`config.mk`:
```
export PLATFORM = sky130hd
export DESIGN_NAME = uart_tx_arbiter
export DESIGN_NICKNAME = d
export VERILOG_FILES = /design/src/rtl/uart_tx_arbiter.sv
export SDC_FILE = /design/constraint.sdc
export NUM_CORES = 1
export LEC_CHECK = 0
export BUFFER_PORTS_ARGS = -buffer_cell sky130_fd_sc_hd__buf_2
export CAP_MARGIN = 20
export CORE_MARGIN = 4
export CORE_UTILIZATION = 44
export DETAILED_ROUTE_END_ITERATION = 7
export PLACE_DENSITY = 0.8
export SETUP_SLACK_MARGIN = 0.02
export SYNTH_ARGS = -nofsm -noshare
export SYNTH_HDL_FRONTEND = slang
export SYNTH_SLANG_ARGS = --single-unit
```
`constraint.sdc`:
```
create_clock -name clk -period 2.25 [get_ports clk]
set_input_delay 0.225 -clock clk [delete_from_list [all_inputs] [get_ports clk]]
set_output_delay 0.225 -clock clk [all_outputs]
set_load 0.02 [all_outputs]
```
`src/rtl/uart_tx_arbiter.sv`:
```
// Round-robin burst arbiter feeding the shared UART TX FIFO.
// One grantee at a time; the grant is released at burst end.
module uart_tx_arbiter #(
  parameter int NUM_REQ   = 4,
  parameter int DATA_W    = 8,
  parameter int MAX_BURST = 16
) (
  input  logic                       clk,
  input  logic                       rst_n,
  input  logic [NUM_REQ-1:0]         req,
  input  logic [NUM_REQ-1:0]         last,
  input  logic [NUM_REQ*DATA_W-1:0]  wdata,
  output logic [NUM_REQ-1:0]         ack,
  input  logic                       fifo_full,
  output logic                       fifo_wr_en,
  output logic [DATA_W-1:0]          fifo_wdata,
  output logic [NUM_REQ-1:0]         grant,
  output logic [$clog2(NUM_REQ)-1:0] grant_id,
  output logic                       busy
);

  localparam int ID_W  = $clog2(NUM_REQ);
  localparam int CNT_W = $clog2(MAX_BURST);

  typedef enum logic {
    IDLE,
    XFER
  } state_e;

  state_e             state_q, state_d;
  logic [NUM_REQ-1:0] grant_q, grant_d;
  logic [ID_W-1:0]    grant_id_q, grant_id_d;
  logic [ID_W-1:0]    rr_ptr_q, rr_ptr_d;
  logic [CNT_W-1:0]   burst_cnt_q, burst_cnt_d;

  logic [DATA_W-1:0]  wbyte [NUM_REQ];
  logic [ID_W-1:0]    win_id;
  logic               win_vld;
  logic               sel_req;
  logic               accept;
  logic               eob;

  function automatic logic [ID_W-1:0] wrap_add(
    input logic [ID_W-1:0] a,
    input int              b
  );
    int s;
    s = int'(a) + b;
    if (s >= NUM_REQ) s = s - NUM_REQ;
    return ID_W'(s);
  endfunction

  for (genvar i = 0; i < NUM_REQ; i++) begin : g_byte
    assign wbyte[i] = wdata[i*DATA_W +: DATA_W];
  end

  // Scan downwards so the offset closest to rr_ptr wins.
  always_comb begin
    win_vld = 1'b0;
    win_id  = '0;
    for (int k = NUM_REQ - 1; k >= 0; k--) begin
      if (req[wrap_add(rr_ptr_q, k)]) begin
        win_vld = 1'b1;
        win_id  = wrap_add(rr_ptr_q, k);
      end
    end
  end

  assign busy    = (state_q == XFER);
  assign sel_req = req[grant_id_q];
  assign accept  = busy & sel_req & ~fifo_full;
  assign eob     = busy & (~sel_req |
                   (accept & (last[grant_id_q] |
                   (burst_cnt_q == CNT_W'(MAX_BURST - 1)))));

  always_ff @(posedge clk) begin
    if (!rst_n) begin
      state_q     <= IDLE;
      grant_q     <= '0;
      grant_id_q  <= '0;
      rr_ptr_q    <= '0;
      burst_cnt_q <= '0;
    end else begin
      state_q     <= state_d;
      grant_q     <= grant_d;
      grant_id_q  <= grant_id_d;
      rr_ptr_q    <= rr_ptr_d;
      burst_cnt_q <= burst_cnt_d;
    end
  end

  always_comb begin
    state_d     = state_q;
    grant_d     = grant_q;
    grant_id_d  = grant_id_q;
    rr_ptr_d    = rr_ptr_q;
    burst_cnt_d = burst_cnt_q;
    unique case (state_q)
      IDLE: begin
        if (win_vld) begin
          state_d     = XFER;
          grant_d     = NUM_REQ'(1) << win_id;
          grant_id_d  = win_id;
          burst_cnt_d = '0;
        end
      end
      XFER: begin
        if (accept) burst_cnt_d = burst_cnt_q + 1'b1;
        if (eob) begin
          state_d  = IDLE;
          grant_d  = '0;
          rr_ptr_d = wrap_add(grant_id_q, 1);
        end
      end
    endcase
  end

  always_comb begin
    fifo_wr_en = accept;
    ack        = '0;
    fifo_wdata = '0;
    if (accept) ack[grant_id_q] = 1'b1;
    if (busy) fifo_wdata = wbyte[grant_id_q];
  end

  assign grant    = grant_q;
  assign grant_id = grant_id_q;

endmodule
```
Word level (Yosys, flattened, before mapping)
Index checks and enable logic that the tools add are counted.

Bits of input ports: 43. Logic and storage cells: 88. Bits in registers: 13.

Mux-type cells: 41. $add $sub $neg: 10. Shifts and indexed selects: 1. Order comparisons: 12. Reductions and logical operators: 5. Bitwise logic cells: 10. Equality and inequality tests: 4.

Operators with widths (count): $mux 8 (3); $mux 4 (5); $mux 2 (9); $bmux 8 s2 (1); $pmux 4 s2 (2); $ge 3x3->1 const B (5); $lt 2x3->1 const B (5); $mux 1 (13); $bmux 1 s2 (6); $sub 2x1->2 const B (5); $reduce_and 2->1 (4); $add 2x1->3 const B (2); $add 2x2->3 const B (2); $add 4x1->4 const B (1); $and 1x1->1 (4); $eq 4x4->1 const B (1); $ne 2x1->1 const B (2); $shl 1x2->4 const A (1); $ge 2x3->1 const B (1); $not 1->1 (3); $not 2->3 (1); $demux 1 s2 (1); $ge 2x1->1 const B (1); $ne 2x2->1 const B (1); 3 further kinds (4).

Longest topological paths before layout
Gate-level depths: netlist (run 1).

Depth after elaboration: 12. Gate-level depth with buffers: 7.

Worst setup path after synthesis (run 1)
OpenSTA, ideal clock, no wires.

Path kind: register to output. Start point: reg grant_id_q[0] (netlist: grant_id[0]). End point: out fifo_wdata[0]. Data required time: 2.025 ns. Cell stages (with the launch flop): 4. Arrival time: 1.618 ns. Setup slack: 0.407 ns. Cell sequence: dfxtp_1 -> buf_2 -> mux4_2 -> and2_1.

Word-level cells in the longest chain between the ends: 5.

RTL lines: start, declared (line 32) `logic [ID_W-1:0] grant_id_q, grant_id_d;`; start signal, assigned (line 86) `grant_id_q <= grant_id_d;`; $not 2->3 (implied by the code) (line 123) `if (busy) fifo_wdata = wbyte[grant_id_q];`; $bmux 8 s2 (line 123); $mux 8 (implied by the code) (2 in a row) (line 123); $mux 8 (line 123); end, declared (line 16) `output logic [DATA_W-1:0] fifo_wdata,`.

Every way passes these cells. The select of a mux whose other input is x is not followed.

Final worst setup path (run 1)
Start point: reg state_q (netlist: busy). End point: out fifo_wr_en.

Word-level cells in the longest chain between the ends: 2.

RTL lines: start, declared (line 30) `state_e state_q, state_d;`; start signal, assigned (line 84) `state_q <= state_d;`; $and 1x1->1 (2 in a row) (line 71) `assign accept = busy & sel_req & ~fifo_full;`; end, declared (line 15) `output logic fifo_wr_en,`.

Every way passes these cells.

==> results of run 1 <==
==> cell type report <==
cell class	count	area (µm²)	area share
multi-input combinational	91	785.8	0.5358
timing repair buffer	64	325.3	0.2218
sequential	13	260.3	0.1775
tap	28	35.03	0.02389
inverter	9	33.78	0.02304
clock buffer	4	26.28	0.01792
==> metrics by stage <==
| step | total power, mW | utilization | instance area [µm²] |
|---|---|---|---|
| floorplan | 0.4486 | - | 1109 |
| global placement | 0.5326 | 0.6269 | 1440 |
| detailed placement | 0.5407 | 0.6269 | 1440 |
| CTS | 0.6900 | 0.6383 | 1466 |
| global route | 0.7301 | 0.6383 | 1466 |
| finish | 0.6833 | 0.6383 | 1466 |
==> power breakdown <==
part           switching (mW)  total (mW)  leakage, nW  internal (mW)
Sequential             0.0176       0.263        0.106          0.245
Clock                  0.0790       0.148       0.0150         0.0686
Combinational           0.144       0.273        0.601          0.129
==> cells by family (layout without fill, tap and decap cells) <==
kind of cell	count (synthesis)	in the layout	share of synthesized area
simple gates	47	47	0.2461
buf+inv	14	77	0.05642
flops	13	13	0.2348
compound gates	26	26	0.1874
mux	11	11	0.2032
fa+ha+maj	5	5	0.05643
xor+xnor	2	2	0.01580
==> metal layers <==
metal | track usage | vias up
li1 | - | 568
met1 | 0.2196 | 533
met2 | 0.3516 | 73
met3 | 0.06459 | 6
met4 | 0.03974 | 0
met5 | 0 | -
==> placed cells by master (no fill, tap or decap), types with 2 or more instances in the layout <==
cell type  instances
buf_2             62
dfxtp_1           13
mux4_2             9
inv_1              8
and2_1             8
and3_1             7
nand3_1            6
a21oi_1            6
nor2_1             6
nand2_1            5
ha_1               5
nor2b_1            4
o22ai_1            4
nand2b_1           3
clkbuf_4           3
a21boi_0           2
mux2_2             2
o211a_1            2
a31oi_1            2
xor2_1             2
buf_4              2
==> state kept, by name, indices dropped and copies added, names as in the netlist <==
name	flops
grant	4
busy	1
burst_cnt_q	4
grant_id	2
rr_ptr_q	2
==> final timing paths <==
check,startpoint,slack [ns],depth (start not counted),endpoint
hold / removal,rst_n,0.26,2,rr_ptr_q[0]
setup reg to reg,grant_id[0],0.53,5,rr_ptr_q[0]
setup / recovery,busy,0.25,4,fifo_wr_en
hold reg to reg,grant[0],0.47,2,grant[0]
==> critical path, delay by kind of cell, from the launching register on <==
| kind | cells | cell delay (ns) |
|---|---|---|
| flops | 1 | 0.65 |
| buf+inv | 2 | 0.28 |
| simple gates | 2 | 0.57 |
==> run metrics, run 1 <==
P&R area growth vs syn 32.28%; WP data required about 2.0 ns; vias in the first global route about 1200; CTS Buf Count 3; DP HPWL approximately 2700 µm; most frequent cell after synthesis dfxtp_1; core area 2297 µm²; Die Y roughly 58 µm; die area 3387 µm²; max-cap violation count 0; Post-Route M1 WL ~1300 µm; Port Buffer Count 62; number of synthesized flops with an enable pin 0; DRT iter0 DRCs between 60 and 70; Final Hold Fails 0; drt via density ~5.6; crit path kind reg2out; Hold Buf Count CTS 0; TNS Setup 0 ns; status completed; sequential share of the synthesized area 0.2348; Max H-tree Level 1; antenna violations before repair 0; Final GP Congestion 0.7601; FILL cells 200; crit-path max FO 18; Worst VDD drop 0.3598 mV; Setup Skew 0.004448 ns; initial core utilization 0.4826; CP endpoint kind output pin; Post-CTS Repair Setup Buffers 0; WL/cell 15.55 µm; DR vias roughly 1200; Hold WS between 0.2 and 0.3 ns; clock slew at reported path FFs around 0.090 ns; Worst path max stage delay roughly 0.65 ns; Synth area leader dfxtp_1; Post-Syn Instances about 120; mean post-synth cell area roughly 9.4 µm²; CTS tree yes; Placed Instances ~200; PD cells ~470 nW/µm²; Final WS setup 0.2456 ns; antenna-violating nets left 0; synthesis warning total 0; Mapped Area 1109 µm²; slew margin rel. 0.6549; Slew @ Worst Pin a little over 0.5 ns; min Tclk post-route about 2.0 ns; Die W approximately 58 µm; static leakage approximately 0.72 nW; DRC Markers 0; Post-Syn Nets about 170; Nets 230; Sink Count 13; Cell variety after synth 41; later-pin clock latency in the skew report 0.27 ns; TritonRoute pass-1 iters 5; # diodes 0; gr ovfl total 0; Met3 Wirelength about 440 µm; Slew Viols, Final 0; Cell Rows 17; Layout Cells excl Fill 209; Hold WC Path Type in2reg; post-place setup slack ~0.54 ns; Worst EP arrival approximately 1.8 ns; CP startpoint kind flop; top achievable clock speed about 0.50 GHz; ranking of synthesized cells by area dfxtp_1 (23%), mux4_2 (18%), ha_1 (5.6%); IO Count between 60 and 70; ys async rst share 0; PostCTS Resize Cnt 0; Tot GR Track Use 0.1938; Post-synth top flop dfxtp_1; top cells by instance count after synthesis dfxtp_1 (13), mux4_2 (9), and2_1 (8), inv_1 (8), and3_1 (7); largest net degree at the start of global routing 19; unrepaired setup endpoints after global routing false; drt total wl between 3000 and 4000 µm; fin crit share 0.8908; Worst path slowest cell dfxtp_1; CTS max path bufs 2; highest routed layer met4; fraction of layout cells with a size suffix above 1 0.4530; root buf cell clkbuf_4; #FFs+latches synth 13; first-pass GRT wire length roughly 5200 µm; top-area cell type share of the netlist area 0.2348; cells along the critical path nor2b_1 -> nand2_1 -> inv_1 -> buf_2; DR WL met2 roughly 1500 µm; Final setup viols 0
(Power assumes the default switching activity.)
==> run 2, diff against run 1 <==
--- a/config.mk
+++ b/config.mk
@@ -10,7 +10,7 @@
 export CORE_MARGIN = 4
 export CORE_UTILIZATION = 44
 export DETAILED_ROUTE_END_ITERATION = 7
-export PLACE_DENSITY = 0.8
+export PLACE_DENSITY_LB_ADDON = 0.2
 export SETUP_SLACK_MARGIN = 0.02
 export SYNTH_ARGS = -nofsm -noshare
 export SYNTH_HDL_FRONTEND = slang
==> run metrics, run 2 (synthesis results as in run 1) <==
Post-CTS Repair Setup Buffers 0 (unchanged); Max H-tree Level 1 (unchanged); Final setup viols 0 (unchanged); Cell Area, Placed 1440 µm² (unchanged); GR Layer Usage met1 0.2414 (+0.02178); WL/cell 14.51 µm (-6.7%); Sink Count 13 (unchanged); TritonRoute pass-1 iters 4 (-1); drt total wl 3032 µm (-6.7%); met2 Resource Use GR 0.3242 (-0.02742); # diodes 0 (unchanged); Worst path max stage delay 0.65 ns (about the same); Worst path slowest cell dfxtp_1; CTS Buf Count 3 (unchanged); crit-path max FO 18 (unchanged); DR vias 1155 (-2.1%); RR Endpoint rr_ptr_q[0]; antenna-violating nets left 0 (unchanged); core area 2297 µm² (unchanged); Worst VDD drop 0.3393 mV (-5.7%); FILL cells 184 (-8.0%); PostCTS Resize Cnt 0 (unchanged); grt met3 use 0.03118 (-0.03341); slew margin rel. 0.6524 (-0.002482); CP endpoint kind output pin; fin crit share 0.9040 (+0.01320); first-pass GRT wire length 4988 µm (-4.2%); antenna violations before repair 0 (unchanged); vias in the first global route 1096 (-5.0%); cells along the critical path nor2b_1 -> nand2_1 -> inv_1 -> buf_2; final instance area 1466 µm² (unchanged); DRC Markers 0 (unchanged); later-pin clock latency in the skew report 0.28 ns (about the same); WP data required 2.03 ns (about the same); WP buf/inv 2 (unchanged); Worst R2R Start grant_id[0]; die area 3387 µm² (unchanged); Tot GR Track Use 0.1882 (-0.005652); TNS Setup 0 ns (unchanged); GRT Max-Usage Layer met2; total power 682.8 µW (about the same); PD cells 465.6 nW/µm² (about the same); DP HPWL 2494 µm (-6.3%); initial core utilization 0.4826 (unchanged); unrepaired setup endpoints after global routing false; Slew Viols, Final 0 (unchanged); P&R area growth vs syn 32.28% (unchanged); Port Buffer Count 62 (unchanged); DRT iter0 DRCs 30 (-54%); Hold WC Path Type in2reg; CTS max path bufs 2 (unchanged); Hold Buf Count CTS 0 (unchanged); CP startpoint kind flop; CTS tree yes; Hold WS 0.2515 ns (-0.01064 ns); commonest cells after routing, fill and taps aside buf_2 (62), dfxtp_1 (13), mux4_2 (9), inv_1 (8), and2_1 (8); top achievable clock speed 0.4916 GHz (-1.5%); Final GP Congestion 0.7430 (-2.2%); Cell Rows 17 (unchanged); Setup Skew 0.004269 ns (-0.0001794 ns); max-cap violation count 0 (unchanged); commonest non-fill, non-tap cell in the layout buf_2; root buf cell clkbuf_4; IO Count 63 (unchanged); Die Y 58.20 µm (unchanged); Die W 58.20 µm (unchanged); status completed; hold path startpoint rst_n; largest net degree at the start of global routing 19 (unchanged); family with the most delay on the worst path flip-flops; flop-to-flop setup slack 0.53 ns (about the same); clock slew at reported path FFs 0.08 ns (about the same); drt via density 5.526 (-2.1%); min Tclk post-route 2.034 ns (+0.02969 ns); crit path kind reg2out; hold endpoint rr_ptr_q[0]; Worst EP arrival 1.81 ns (+0.03 ns); Worst Hold Path Cells 2 (unchanged); Final Hold Fails 0 (unchanged); static leakage 0.7225 nW (unchanged); gr ovfl total 0 (unchanged); Slew @ Worst Pin 0.5207 ns (+0.003718 ns); r2r worst-path depth 5 (unchanged); fraction of layout cells with a size suffix above 1 0.4530 (unchanged); Nets 230 (unchanged)
==> run 2: cell counts in the layout (fill, tap and decap cells not counted) <==
No cell type changed its count.
==> run 2: worst max path at each step <==
stage	startpoint	to	slack [ns]	cells after the start
after floorplan	grant_id[0]	fifo_wdata[0]	0.41	3
after global placement	grant_id[0]	rr_ptr_q[0]	0.58	5
after detailed placement	grant_id[0]	rr_ptr_q[0]	0.54	5
after CTS	busy	fifo_wr_en	0.23	4
after global routing	busy	fifo_wr_en	0.04	4
final	busy	fifo_wr_en	0.22	4
==> run 2: layout make-up <==
type	count	area, µm²	share of cell area
multi-input combinational	91	785.8	0.5358
timing repair buffer	64	325.3	0.2218
sequential	13	260.3	0.1775
tap	28	35.03	0.02389
inverter	9	33.78	0.02304
clock buffer	4	26.28	0.01792
==> run 2: routing by layer <==
metal  routed length, µm  vias to the layer above  share of wire
li1                    -                      567              -
met3                 255                        5          0.084
met5                   0                        -              0
met1                1222                      527           0.40
met2                1521                       56           0.50
met4                  32                        0          0.011
==> run 2: where the power goes <==
| part | leakage, nW | internal [mW] | switching (mW) |
|---|---|---|---|
| Clock | 0.0150 | 0.0689 | 0.0790 |
| Sequential | 0.106 | 0.245 | 0.0185 |
| Combinational | 0.601 | 0.129 | 0.142 |
| Total | 0.722 | 0.443 | 0.240 |
==> run 2: per-stage QoR <==
step,util,std cells,setup slack (ns)
2_1_floorplan,-,118,0.4071
3_3_place_gp,0.6269,205,0.5813
3_5_place_dp,0.6269,205,0.5421
4_1_cts,0.6383,209,0.2331
5_1_grt,0.6383,209,0.04062
6_report,0.6383,209,0.2159
==> run 3, diff against run 2 <==
--- a/config.mk
+++ b/config.mk
@@ -10,7 +10,7 @@
 export CORE_MARGIN = 4
 export CORE_UTILIZATION = 44
 export DETAILED_ROUTE_END_ITERATION = 7
-export PLACE_DENSITY_LB_ADDON = 0.2
+export PLACE_DENSITY = 0.77
 export SETUP_SLACK_MARGIN = 0.02
 export SYNTH_ARGS = -nofsm -noshare
 export SYNTH_HDL_FRONTEND = slang
==> run metrics, run 3 (synthesis results as in run 1) <==
Worst R2R Start grant_id[0]; vias in the first global route 1161 (+5.9%); commonest cells after routing, fill and taps aside buf_2 (62), dfxtp_1 (13), mux4_2 (9), inv_1 (8), and2_1 (8); CP startpoint kind flop; r2r worst-path depth 5 (unchanged); PostCTS Resize Cnt 0 (unchanged); Final Hold Fails 0 (unchanged); commonest non-fill, non-tap cell in the layout buf_2; FILL cells 203 (+10%); worst setup path endpoint fifo_wdata[3]; status completed; crit-path max FO 15 (-3); flop-to-flop setup slack 0.51 ns (-0.02 ns); Hold Buf Count CTS 0 (unchanged); Final GP Congestion 0.7417 (-0.17%); crit path kind reg2out; TNS Setup 0 ns (unchanged); Reg area 260.3 µm² (unchanged); DRT iter0 DRCs 15 (-50%); RR Endpoint rr_ptr_q[0]; WL/cell 14.86 µm (+2.4%); Nets 231 (+0.43%); Final setup viols 0 (unchanged); post-place setup slack 0.5296 ns (-0.01253 ns); Slew Viols, Final 0 (unchanged); root buf cell clkbuf_4; antenna violations before repair 0 (unchanged); core area 2297 µm² (unchanged); PD cells 463.3 nW/µm² (-0.51%); Worst EP arrival 1.72 ns (-0.09 ns); gr ovfl total 0 (unchanged); DR vias 1183 (+2.4%); Hold WC Path Type in2reg; CTS Buf Count 3 (unchanged); Post-CTS Repair Setup Buffers 0 (unchanged); Cell Rows 17 (unchanged); TritonRoute pass-1 iters 4 (unchanged); WP data required 2.03 ns (about the same); static leakage 0.7275 nW (+0.69%); first-pass GRT wire length 4926 µm (-1.2%); antenna-violating nets left 0 (unchanged); hold path startpoint rst_n; Tot GR Track Use 0.1817 (-0.006514); Final WS setup 0.3022 ns (+0.08634 ns); fin crit share 0.8657 (-0.03837); unrepaired setup endpoints after global routing false; Worst Setup SP grant_id[0]; Die Y 58.20 µm (unchanged); max-cap violation count 0 (unchanged); top achievable clock speed 0.5134 GHz (+4.4%); min Tclk post-route 1.948 ns (-0.08634 ns); CTS tree yes; CTS max path bufs 2 (unchanged); # diodes 0 (unchanged); later-pin clock latency in the skew report 0.27 ns (about the same); drt total wl 3121 µm (+2.9%); largest net degree at the start of global routing 18 (-1); initial core utilization 0.4826 (unchanged); Max H-tree Level 1 (unchanged); Setup Skew 0.004377 ns (+0.0001079 ns); IO Count 63 (unchanged); Port Buffer Count 62 (unchanged); DRC Markers 0 (unchanged); CP endpoint kind output pin; die area 3387 µm² (unchanged); drt via density 5.633 (+1.9%); Die W 58.20 µm (unchanged); fraction of layout cells with a size suffix above 1 0.4560 (+0.003005); clock slew at reported path FFs 0.08 ns (about the same); slew margin rel. 0.7221 (+0.06971); total power 682.8 µW (about the same); Worst VDD drop 0.3071 mV (-9.5%); Slew @ Worst Pin 0.4134 ns (-0.1073 ns); area of the multi-input gates 785.8 µm² (unchanged); P&R area growth vs syn 32.96%; Sink Count 13 (unchanged); DP HPWL 2598 µm (+4.2%)
-- run 3: worst min path at each step --
stage                        endpoint  slack (ns)  cells after the start
after floorplan           rr_ptr_q[0]        0.36                      1
after global placement       grant[0]        0.44                      2
after detailed placement     grant[0]        0.45                      2
after CTS                 rr_ptr_q[0]        0.26                      2
after global routing      rr_ptr_q[0]        0.26                      2
final                     rr_ptr_q[0]        0.27                      2
-- run 3: area by class of cell --
class,instances,share of cell area
multi-input cells,91,0.5331
repair buffers,65,0.2258
flip-flops and latches,13,0.1766
well taps,28,0.02377
inverters,9,0.02292
clock buffers,4,0.01783
-- run 3: power breakdown --
group / leakage, nW / switching (mW) / internal (mW) / total (mW)
clock: 0.0150 / 0.0773 / 0.0687 / 0.146
combinational: 0.606 / 0.147 / 0.131 / 0.278
sequential: 0.106 / 0.0142 / 0.245 / 0.259
-- run 3: critical path, stage by stage (launching register included) --
cell	delay (ns)
dfxtp_1	0.36
buf_4	0.25
mux4_2	0.52
and2_1	0.16
buf_2	0.15
-- run 3: routing by layer --
metal / track usage / share of wire / wire length [µm]
met3: 0.05122 / 0.12 / 373
met1: 0.2109 / 0.40 / 1249
met4: 0.07285 / 0.016 / 51
met2: 0.3129 / 0.46 / 1447
met5: 0 / 0 / 0
-- run 3: metrics by stage --
step | std cells | util | hold slack [ns] | area, µm²
after floorplan | 118 | - | 0.3584 | 1109
after global placement | 206 | 0.6302 | 0.4375 | 1448
after detailed placement | 206 | 0.6302 | 0.4470 | 1448
after CTS | 210 | 0.6416 | 0.2594 | 1474
after global routing | 210 | 0.6416 | 0.2584 | 1474
final | 210 | 0.6416 | 0.2686 | 1474
